<file path="config.mk">
export PLATFORM = sky130hd
export DESIGN_NAME = restoring_divider_flat
export DESIGN_NICKNAME = d
export VERILOG_FILES = /design/src/rtl/restoring_divider_pkg.sv /design/src/rtl/restoring_divider_if.sv /design/src/rtl/restoring_divider_div_step.sv /design/src/rtl/restoring_divider.sv /design/src/flat_wrapper.sv
export SDC_FILE = /design/constraint.sdc
export NUM_CORES = 1
export LEC_CHECK = 0
export ABC_AREA = 1
export CAP_MARGIN = 30
export CORE_ASPECT_RATIO = 0.8
export CORE_MARGIN = 2
export CORE_UTILIZATION = 45
export DETAILED_ROUTE_END_ITERATION = 10
export GPL_ROUTABILITY_DRIVEN = 0
export PLACE_DENSITY_LB_ADDON = 0.12
export SKIP_CTS_REPAIR_TIMING = 1
export SLEW_MARGIN = 30
export SYNTH_ARGS = -nofsm -noshare
export SYNTH_HDL_FRONTEND = slang
export SYNTH_SLANG_ARGS = --single-unit
</file>
<file path="constraint.sdc">
create_clock -name clk -period 4.2 [get_ports clk]
set_clock_uncertainty 0.2 [all_clocks]
set_input_delay 0.42 -clock clk [delete_from_list [all_inputs] [get_ports clk]]
set_output_delay 0.42 -clock clk [all_outputs]
set_load 0.005 [all_outputs]
</file>
<file path="src/rtl/restoring_divider_pkg.sv">
// rtl/restoring_divider_pkg.sv - shared FSM encoding and default width for the divider
package restoring_divider_pkg;

  localparam int DIV_WIDTH_DEFAULT = 8;

  typedef enum logic [1:0] {
    ST_IDLE = 2'd0,
    ST_RUN  = 2'd1,
    ST_DONE = 2'd2
  } div_state_e;

  // Counter wide enough to hold WIDTH-1, never narrower than one bit.
  function automatic int cnt_width(input int width);
    return (width > 2) ? $clog2(width) : 1;
  endfunction

endpackage

</file>
<file path="src/rtl/restoring_divider_if.sv">
// rtl/restoring_divider_if.sv - start/ready/done handshake between FPU sequencer and divider
interface restoring_divider_if
  import restoring_divider_pkg::*;
#(
  parameter int WIDTH = DIV_WIDTH_DEFAULT
);

  logic             start;
  logic [WIDTH-1:0] A;
  logic [WIDTH-1:0] B;
  logic             ready;
  logic             done;
  logic [WIDTH-1:0] Q;
  logic [WIDTH-1:0] R;
  logic             div_by_zero;

  modport master (
    output start, A, B,
    input  ready, done, Q, R, div_by_zero
  );

  modport slave (
    input  start, A, B,
    output ready, done, Q, R, div_by_zero
  );

endinterface

</file>
<file path="src/rtl/restoring_divider_div_step.sv">
// rtl/restoring_divider_div_step.sv - one combinational restoring-division iteration
module restoring_divider_div_step #(
  parameter int WIDTH = 8
) (
  input  logic [WIDTH:0]   rem_i,
  input  logic             q_msb_i,
  input  logic [WIDTH-1:0] divisor_i,
  output logic [WIDTH:0]   rem_o,
  output logic             q_bit_o
);

  logic [WIDTH:0] shifted;
  logic [WIDTH:0] diff;
  logic           unused_rem_msb;

  // The partial remainder stays below the divisor, so its top bit is always shifted out.
  assign unused_rem_msb = rem_i[WIDTH];

  assign shifted = {rem_i[WIDTH-1:0], q_msb_i};
  assign diff    = shifted - {1'b0, divisor_i};
  assign q_bit_o = (shifted >= {1'b0, divisor_i});
  assign rem_o   = q_bit_o ? diff : shifted;

endmodule

</file>
<file path="src/rtl/restoring_divider.sv">
// rtl/restoring_divider.sv - iterative radix-2 restoring unsigned divider, one quotient bit per clock
module restoring_divider
  import restoring_divider_pkg::*;
#(
  parameter int WIDTH = DIV_WIDTH_DEFAULT
) (
  input  logic                clk,
  input  logic                rst,
  restoring_divider_if.slave  bus
);

  localparam int CNT_W = cnt_width(WIDTH);

  div_state_e       state_q, state_d;
  logic [CNT_W-1:0] cnt_q, cnt_d;
  logic [WIDTH-1:0] divisor_q, divisor_d;
  logic [WIDTH-1:0] quo_q, quo_d;
  logic [WIDTH:0]   rem_q, rem_d;
  logic [WIDTH-1:0] q_out_q, q_out_d;
  logic [WIDTH-1:0] r_out_q, r_out_d;
  logic             dbz_q, dbz_d;

  logic [WIDTH:0]   rem_next;
  logic             q_bit;

  restoring_divider_div_step #(.WIDTH(WIDTH)) u_step (
    .rem_i     (rem_q),
    .q_msb_i   (quo_q[WIDTH-1]),
    .divisor_i (divisor_q),
    .rem_o     (rem_next),
    .q_bit_o   (q_bit)
  );

  always_ff @(posedge clk or posedge rst) begin
    if (rst) begin
      state_q   <= ST_IDLE;
      cnt_q     <= '0;
      divisor_q <= '0;
      quo_q     <= '0;
      rem_q     <= '0;
      q_out_q   <= '0;
      r_out_q   <= '0;
      dbz_q     <= 1'b0;
    end else begin
      state_q   <= state_d;
      cnt_q     <= cnt_d;
      divisor_q <= divisor_d;
      quo_q     <= quo_d;
      rem_q     <= rem_d;
      q_out_q   <= q_out_d;
      r_out_q   <= r_out_d;
      dbz_q     <= dbz_d;
    end
  end

  always_comb begin
    state_d   = state_q;
    cnt_d     = cnt_q;
    divisor_d = divisor_q;
    quo_d     = quo_q;
    rem_d     = rem_q;
    q_out_d   = q_out_q;
    r_out_d   = r_out_q;
    dbz_d     = dbz_q;

    unique case (state_q)
      ST_IDLE: begin
        if (bus.start) begin
          divisor_d = bus.B;
          quo_d     = bus.A;
          rem_d     = '0;
          cnt_d     = CNT_W'(WIDTH - 1);
          dbz_d     = 1'b0;
          if (bus.B == '0) begin
            // Divide-by-zero skips iteration and publishes the saturated result directly.
            state_d = ST_DONE;
            q_out_d = '1;
            r_out_d = bus.A;
            dbz_d   = 1'b1;
          end else begin
            state_d = ST_RUN;
          end
        end
      end
      ST_RUN: begin
        quo_d = {quo_q[WIDTH-2:0], q_bit};
        rem_d = rem_next;
        if (cnt_q == '0) begin
          state_d = ST_DONE;
          q_out_d = {quo_q[WIDTH-2:0], q_bit};
          r_out_d = rem_next[WIDTH-1:0];
        end else begin
          cnt_d = cnt_q - 1'b1;
        end
      end
      ST_DONE: begin
        state_d = ST_IDLE;
      end
      default: begin
        state_d = ST_IDLE;
      end
    endcase
  end

  assign bus.ready       = (state_q == ST_IDLE);
  assign bus.done        = (state_q == ST_DONE);
  assign bus.Q           = q_out_q;
  assign bus.R           = r_out_q;
  assign bus.div_by_zero = dbz_q;

endmodule

</file>
<file path="src/flat_wrapper.sv">
// flat-port wrapper written by rule: the top's interface ports become plain ports
module restoring_divider_flat import restoring_divider_pkg::*;
#(
  parameter int WIDTH = DIV_WIDTH_DEFAULT
)
  (clk, rst, bus_start, bus_A, bus_B, bus_ready, bus_done, bus_Q, bus_R, bus_div_by_zero);
  restoring_divider_if #(.WIDTH(WIDTH)) bus_i ();
  input  logic clk;
  input  logic rst;
  input wire logic [$bits(bus_i.start)-1:0] bus_start;
  input wire logic [$bits(bus_i.A)-1:0] bus_A;
  input wire logic [$bits(bus_i.B)-1:0] bus_B;
  output wire logic [$bits(bus_i.ready)-1:0] bus_ready;
  output wire logic [$bits(bus_i.done)-1:0] bus_done;
  output wire logic [$bits(bus_i.Q)-1:0] bus_Q;
  output wire logic [$bits(bus_i.R)-1:0] bus_R;
  output wire logic [$bits(bus_i.div_by_zero)-1:0] bus_div_by_zero;
  assign bus_i.start = bus_start;
  assign bus_i.A = bus_A;
  assign bus_i.B = bus_B;
  assign bus_ready = bus_i.ready;
  assign bus_done = bus_i.done;
  assign bus_Q = bus_i.Q;
  assign bus_R = bus_i.R;
  assign bus_div_by_zero = bus_i.div_by_zero;
  restoring_divider #(.WIDTH(WIDTH)) u_core (.clk(clk), .rst(rst), .bus(bus_i));
endmodule
</file>
Word-level counts from Yosys, hierarchy flattened --
Cells that the tools add are included.
Word-level totals: word-level logic and storage cells 47, output and inout bits 19, bits in latches 0, input port bits 19, bits in read-only memories 0, memories 0, RAM bits 0, register bits after elaboration 46
Cells by class: bitwise gates (word level) 0, mux-type cells 21, shift-type cells 0, divide/modulo/power cells 0, eq/ne operators 6, add/sub/neg operators 2, multipliers 0, order comparisons 1, reduce and logical (&&, ||, !) cells 9
Operators by type and width (number):
- two-way mux 8 bit | 9
- one-hot mux 8 bit (2 select lines) | 4
- greater-or-equal comparator 9 x 8 -> 1 bit | 1
- zero test 8 bit | 1
- subtractor 8 bit | 1
- two-way mux 2 bit | 3
- two-way mux 3 bit | 2
- one-hot mux 3 bit (2 select lines) | 1
- AND reduction 2 bit | 3
- != test 2 x 1 -> 1 bit (second input constant) | 2
- != test 2 bit (second input constant) | 2
- one-hot mux 2 bit (2 select lines) | 1
- AND reduction 4 bit | 1
- zero test 3 bit | 1
- AND reduction 3 bit | 1
- subtractor 3 x 1 -> 3 bit (second input constant) | 1
- == test 2 x 1 -> 1 bit (second input constant) | 1
- == test 2 bit (second input constant) | 1
- zero test 2 bit | 1
- nonzero test 2 bit | 1
- two-way mux 1 bit | 1

Logic depth before layout (Yosys ltp) --
depth after elaboration 4, gate-level depth with buffers 13, gate-level depth less buffers 13

Modules after synthesis --
Synthesis repeated with hierarchy kept, for this count alone.
Unflattened totals: cell total of the unflattened synthesis 362, area total of the unflattened synthesis 2790.2 um^2
Modules (own cells, without submodules):
- restoring_divider | sequential area each 1176.1 um^2, instances 1, area an instance 2089.5 um^2, cells each 231
- restoring_divider_div_step | sequential area each 0.0 um^2, instances 1, area an instance 700.7 um^2, cells each 131

Worst setup path after synthesis --
OpenSTA, ideal clock, no wires.
path type reg-to-reg, start register u_core.rem_q[5], end register u_core.r_out_q[7] (netlist: u_core.bus.R[7]), slack 2334 ps, data arrival time 1603 ps, cell stages (with the launch flop) 11, setup time 63 ps, path buffers 0, clock period less this slack 1866 ps, data required time 3937 ps, path through dfrtp_1 ha_1 nand2_1 nand2_1 nand2_1 nand3_1 nor2_1 nand4_1 nand3_1 nand2_1 inv_1
On the way: cells in the longest elaborated chain, start to end 4, elaborated cells between the ends (all ways) 5, those cells by class add/sub (1); order compare (1); mux (3)
Ends and longest elaborated chain:
- start, declared | RTL line restoring_divider.sv:18 | logic [WIDTH:0] rem_q, rem_d;
- start signal, assigned | RTL line restoring_divider.sv:49 | rem_q <= rem_d;
- subtractor 8 bit / greater-or-equal comparator 9 x 8 -> 1 bit (equally long branches) | RTL line restoring_divider_div_step.sv:20, restoring_divider_div_step.sv:21
- two-way mux 8 bit * | RTL line restoring_divider_div_step.sv:22 | assign rem_o = q_bit_o ? diff : shifted;
- two-way mux 8 bit * | RTL line restoring_divider.sv:88 | if (cnt_q == '0) begin
- one-hot mux 8 bit (2 select lines) * | RTL line restoring_divider.sv:66 | unique case (state_q)
- end signal, assigned | RTL line restoring_divider.sv:51 | r_out_q <= r_out_d;
- end, declared | RTL line restoring_divider.sv:20 | logic [WIDTH-1:0] r_out_q, r_out_d;
Mark *: on every way between the ends. The rest lies on a longest branch, timed or not. The select of a mux whose other input is x is not followed. A chain may end at the register's enable or synchronous reset.

Worst setup path in the final report --
start register u_core.state_q[1], end register u_core.r_out_q[2] (netlist: u_core.bus.R[2])
On the way: cells in the longest elaborated chain, start to end 3, elaborated cells between the ends (all ways) 8, those cells by class eq/ne (4); mux (1); reduce/logical (3)
Ends and longest elaborated chain:
- start, declared | RTL line restoring_divider.sv:14 | div_state_e state_q, state_d;
- start signal, assigned | RTL line restoring_divider.sv:45 | state_q <= state_d;
- == test 2 x 1 -> 1 bit / zero test 2 bit (equally long branches) | RTL line restoring_divider.sv:66
- != test 2 x 1 -> 1 bit (no line) (tied with other cells)
- AND reduction 4 bit (no line)
Parallel ways exist; a longest one is shown, timed or not.

==> results summary <==
The H-tree depth came out at 2. Among all flip-flop cells after synthesis, the most frequent one is dfrtp_1. The kind of end point of the critical path is a flip-flop. The slack of the worst reg-to-reg path is 1720 ps. The synthesized design contains 46 register bits. The remaining global-route overflow came out at 0. Based on the critical path, the design can be clocked at up to 403 MHz. The area share of fa/ha/maj cells after synthesis is 0.0550. The final critical-path required period is 2480 ps.

The met3 capacity usage during global routing came out at 0.0432. The routed via count divided by cell count is 4.83. The worst flop-to-flop path endpoint is u_core.bus.R[2]. The clock-pin slew on the worst setup and hold paths came out at 90 ps. The number of nets in the final layout is 421. The worst slew slack as a fraction of its limit is 0.620. For this run, asynchronously set or reset flops after synthesis account for 1.00.

The maximum ir drop on the vdd rail is 407 uV. The biggest area consumer among synthesized cells is dfrtp_1. The fraction of met1 tracks used by global routing is 0.312. The switching power came out at 1.30 mW.

The flow ran to the end, and the final reports show no timing, DRC or antenna violations. The starting DRC count in detailed routing came out at 146. After synthesis, the mean cell area works out to 7.44 sq um. The critical path in this run is classified as flip-flop to flip-flop. The power share of the combinational group came out at 0.596. Setup repair after global routing left no endpoint under its margin.

For this run, design rule violations remaining after detail routing come to 0. The count of pins over their slew limit is 0. The initial standard-cell utilization of the core is 0.475. The number of nets in the synthesized netlist is 385.

The number of cells on the worst reg-to-reg path is 10. The part of the total power dissipated in sequential elements is 0.286. The via count came out at 2272. The share of power burned in the clock network is 0.118. The simple-gate area share of the yosys netlist came out at 0.333.

After synthesis, the cell types taking the most area are dfrtp_1 44%, nand2_1 14%, inv_1 7.5%, nand3_1 6.6%, nor2_1 6.3%. The total I/O pin count is 38. The post-synthesis cell area is 2640 sq um.

The number of rows created at floorplan is 24. The setup-violating endpoint count in the final report came out at 0. The count of flip-flops with a built-in enable after synthesis came out at 0. By instance count, the leading cell after synthesis is nand2_1.

The startpoint identified for the worst hold timing path is u_core.cnt_q[0]. The sum of negative setup slack came out at 0 ps. The number of distinct library cell variants in the gate-level netlist after synthesis came out at 26. The number of hold violations in the final report came out at 0.

The total wire length after detailed routing came out at 5.81 mm. The minimum setup slack after placement came out at 1580 ps. The first TritonRoute pass finished after 4 iterations. The die area is 6500 sq um.

The fraction of post-synthesis cell area in the top cell type by area came out at 0.436. The routed wirelength normalized by instance count is 12.4 um. TritonCTS built the clock tree. Of the post-synthesis cell area, the part taken by muxes is 0. Synthesis handed over a netlist of 355 instances. The antenna violation net count after detailed routing is 0. The endpoint arrival time on the critical path is 2480 ps. In the global route stage, met2 resource usage came out at 0.255.

In this run the critical register-to-register path is launched from u_core.state_q[1]. The number of antenna violations at the first check in global routing was 0. The total global routing track utilization is 0.193. The maximum number of pins on one net before global-route repair came out at 47. met1 is the most crowded layer. The via count of the first global-routing pass is 2085. The synthesized-area fraction occupied by ao, oa, aoi and oai cells is 0.0668. The wire length of the first global-routing pass is 9.78 mm. The number of warnings printed during yosys synthesis is 0. The clock sink count came out at 46. The number of clock buffers inserted by TritonCTS came out at 5. The total leakage power came out at 1.64 nW. The path with the worst hold slack has its endpoint at u_core.cnt_q[0]. The critical path launch point type is a flip-flop.

Counting instances, the worst hold path has a depth of 1. The class of the worst hold path is flip-flop to flip-flop. In this run the deepest clock path goes through 2 buffers. The internal power of the cells is 1.50 mW. The share of the cycle needed by the critical path after routing is 0.591. The later pin in the worst-skew pair is clocked with a latency of 300 ps. The setup slack of the critical path after layout came out at 1720 ps. The slew at the pin with the worst max-slew slack came out at 569 ps. Detailed placement ended at an HPWL of 4.35 mm. By area, the combinational part of the netlist is dominated by simple AND/OR/NAND/NOR gates. Compared with the post-synthesis result, the final layout area differs by 20.3%.

The count of input and output buffers came out at 37. The parity-gate share of the synthesized area counting xor and xnor cells came out at 0.00995. By count the netlist is led by 95 x nand2_1, 53 x inv_1, 46 x dfrtp_1. The width of the die is 89.6 um. Clock tree synthesis selected as its root buffer the cell clkbuf_8.

The die extent in y is 72.5 um. The proportion of synthesized chip area in sequential cells is 0.436. The maximum fanout along the worst path is 26. The count of antenna diodes in the layout is 0. The core region is 5560 sq um. The data required time of the critical path is 4200 ps. The switching power share of the total is 0.465. For this design the ratio of total power to cell area is 881 nW/um^2. Max-cap violations in this run came to 0. The share of layout cells above drive strength 1 is 0.0510.
[critical path, stage by stage, from the launching register on]
cell and delay [ps]:
dfrtp_1 430, inv_2 80, nand2_4 190, inv_4 160
nor2_2 450, inv_4 160, nand2_4 260, inv_2 120
or2_1 230, nand2_1 60, inv_1 30
[per-layer routing]
layer / routed length, um / vias to the layer above
met3: 348 / 6
met2: 2330 / 56
li1: - / 1190
met5: 0 / -
met1: 3070 / 1020
met4: 65 / 0
[per-stage QoR]
step	power (mW)	instance area (sq um)	utilization	hold slack, ps	cells
3_5_place_dp	2.47	3070	0.552	265	462
3_3_place_gp	2.45	3060	0.552	259	462
2_1_floorplan	2.00	2640	-	240	355
5_1_grt	3.09	3180	0.572	316	470
4_1_cts	2.81	3180	0.572	280	470
6_report	2.80	3180	0.572	275	470
[cell type report]
cell class              count  area [sq um]
fillers                   514          2380
multi-input cells         244          1230
flip-flops and latches     46          1150
repair buffers             37           370
inverters                  57           221
well taps                  78          97.6
clock buffers               6          72.6
clock inverters             2          37.5
[logic make-up (layout without fill, tap and decap cells)]
logic type / Yosys count / after routing
XOR/XNOR: 3 / 3
buffers and inverters: 65 / 102
AO/OA/AOI/OAI: 31 / 31
flip-flops: 46 / 46
adder cells (fa/ha/maj): 11 / 11
AND/OR/NAND/NOR: 199 / 199
[registers in the layout, indices dropped and copies added (netlist names)]
name and cells:
u_core.state_q 2, u_core.quo_q 8, u_core.bus.R 8, u_core.bus.Q 8, u_core.rem_q 8, u_core.divisor_q 8
u_core.bus.div_by_zero 1, u_core.cnt_q 3
[how the worst max path moves through the flow]
stage	start	to	slack (ps)	depth (start not counted)
3_5_place_dp	bus_start	u_core.bus.R[2]	1580	10
4_1_cts	u_core.state_q[1]	u_core.bus.R[5]	1730	10
3_3_place_gp	bus_start	u_core.bus.R[4]	1650	10
2_1_floorplan	u_core.rem_q[5]	u_core.bus.R[7]	2330	10
5_1_grt	u_core.state_q[1]	u_core.bus.R[5]	1540	10
6_report	u_core.state_q[1]	u_core.bus.R[2]	1720	10
[placed cells by master, fill, tap and decap left out]
cell	synthesis	routed
ha_1	10	10
inv_2	2	2
bufinv_16	0	1
nor2_1	44	44
a21oi_1	5	5
or2_0	1	1
dfrtp_1	46	46
clkinvlp_4	0	1
nand4_1	10	10
a31oi_1	8	8
clkbuf_8	0	5
nand2_4	2	2
xor2_1	1	1
nand4_2	1	1
o21ai_0	17	17
nand3_1	35	35
or2_1	7	7
xnor2_1	2	2
clkbuf_1	2	1
clkdlybuf4s50_1	0	37
nand3_2	1	1
fa_1	1	1
nor2_4	1	1
inv_1	53	52
nor2_2	2	2
inv_4	2	3
nand2_1	95	95
a21oi_4	1	1
[power groups by stage]
stage | Sequential (mW) | Combinational [mW] | Clock (mW)
4_1_cts | 0.801 | 1.67 | 0.334
2_1_floorplan | 0.786 | 1.21 | 0
6_report | 0.802 | 1.67 | 0.329
3_5_place_dp | 0.807 | 1.66 | 0
5_1_grt | 0.830 | 1.91 | 0.352
3_3_place_gp | 0.811 | 1.64 | 0
No activity file was read; power rests on OpenSTA's default activity.
==> RTL edit: new RTL, config.mk and constraints unchanged <==
Re-encode `div_state_e` (3 states) as one-hot, 3 bits wide.
--- a/src/rtl/restoring_divider_pkg.sv
+++ b/src/rtl/restoring_divider_pkg.sv
@@ -3,10 +3,10 @@
 
   localparam int DIV_WIDTH_DEFAULT = 8;
 
-  typedef enum logic [1:0] {
-    ST_IDLE = 2'd0,
-    ST_RUN  = 2'd1,
-    ST_DONE = 2'd2
+  typedef enum logic [2:0] {
+    ST_IDLE = 3'b001,
+    ST_RUN  = 3'b010,
+    ST_DONE = 3'b100
   } div_state_e;
 
   // Counter wide enough to hold WIDTH-1, never narrower than one bit.
Behaviour: same outputs for any inputs over 10 cycles, from zero or initial values and one cycle with rst high; not proved beyond that.
==> RTL edit against the original RTL <==
  * Global-route usage is 0.28 points higher
  * Area after synthesis increased by 0.33%
  * Sequential power down 8.9%
  * Design area increased by 0.55%
  * Utilization increased by 0.32 points
  * Sequential share of layout area increased by 0.62 points
  * Synthesized cell count decreased by 1.7%
  * Setup slack gained 140 ps
  * Largest cell class unchanged
  * Power shrank 19%
  * Sequential cell count grew 1
  * Critical path type unchanged
  * First-iteration DRC count shrank 11%
  * Routed wire length increased by 0.48%
==> RTL edit: results (changes against the original RTL) <==
Leak 1.617 nW (-1.4%); first-pass GRT wire length 10,100 µm (+3.3%); placed cell count 456 (-1.3%); overall routing resource usage 0.1955 (+0.002751); # fillers 519 (+0.97%); met2 wire length 2610 µm (+12%); CP Data Arrival Time 2340 ps (-140 ps); Post-Place Worst Slack 1695 ps (+117.1 ps); critical-path maximum fanout 21 (-19%); worst r2r src u_core.state_q[0]; unique cell type count in the Yosys netlist 31 (+19%); Final period util 0.5586 (-0.03227); slew at the pin closest to its max-slew limit 807.0 ps (+237.6 ps); overall routed net length 5839 µm (+0.48%); Post-synth top cells nand2_1, inv_1, dfrtp_1; Final nets 415 (-1.4%); Via Count 2,307 (+1.5%); top post-synthesis cells by area dfrtp_1, nand2_1, inv_1; combinational cell power 1.20 mW (-28%); worst hold path depth 2 (+1); WL met3 326 µm (-6.3%); status finished clean; highest-delay cell along the critical path nor2_1; met1 WL 2868 µm (-6.6%); Hold Slack 275.5 ps (+0.1100 ps); Cell Count, Final, Fillers Out 464 (-1.3%); area of the multi-input gates 1211 µm² (-1.2%); r2r endpoint u_core.quo_q[4]; post-synthesis adder-cell area fraction 0.05479 (-0.0001818); hold endpoint u_core.bus.Q[3]; ClkCell Share 0.03682 (+0.002160); share of layout cells above drive strength 1 0.08290 (+0.03188); post-synthesis compound-gate area fraction 0.07085 (+0.004030); buffer share of cell area 0.1183 (+0.001711); Sequential Power Share 0.321 (+0.035); comb_multi_in 237 (-2.9%); 1st-iter DRT viols 130 (-11%); CP max stage delay 650 ps (+200 ps); hold_sp u_core.bus.Q[3]; peak supply drop 0.3317 mV (-19%)
RTL edit: cell types whose count changed after synthesis, moves of 2 or more:
cell,delta
nand2_1,-5
nor2_1,-8
o22ai_1,+7
inv_4,-2
a31oi_1,-8
or2_2,+8
o21ai_0,+2
or2_1,-6
nand3_1,-2
o211ai_1,+2
RTL edit: stage by stage:
step / area (µm²) / util / power [mW]
final: 3194 / 0.5750 / 2.280
after global routing: 3194 / 0.5750 / 2.511
after CTS: 3194 / 0.5750 / 2.278
after detailed placement: 3077 / 0.5538 / 1.926
after global placement: 3074 / 0.5534 / 1.920
after floorplan: 2649 / - / 1.595
RTL edit: cell families (layout without fill, tap and decap cells):
group | count (synthesis) | in the layout
simple gates | 189 | 189
fa+ha+maj | 11 | 11
buf+inv | 65 | 102
xor+xnor | 3 | 3
flops | 47 | 47
compound gates | 34 | 34
RTL edit: worst max-delay path by stage:
stage                       from         endpoint  cells past startpoint
3_3_place_gp           bus_start  u_core.quo_q[5]                      7
5_1_grt        u_core.state_q[0]  u_core.quo_q[4]                      6
3_5_place_dp           bus_start  u_core.quo_q[5]                      7
6_report       u_core.state_q[0]  u_core.quo_q[4]                      6
4_1_cts        u_core.state_q[0]  u_core.rem_q[0]                      5
2_1_floorplan    u_core.rem_q[5]  u_core.bus.R[7]                     10
RTL edit: worst register-to-register path, stage by stage, from the launching register on:
cell	delay [ps]
dfstp_2	570
nor3_2	50
buf_4	200
nor2_1	660
inv_1	330
nor2_1	160
nor2_1	60
RTL edit: metal layers:
layer,track usage,up-vias
li1,-,1179
met1,0.2765,1054
met2,0.3106,68
met3,0.04959,6
met4,0.04103,0
met5,0,-
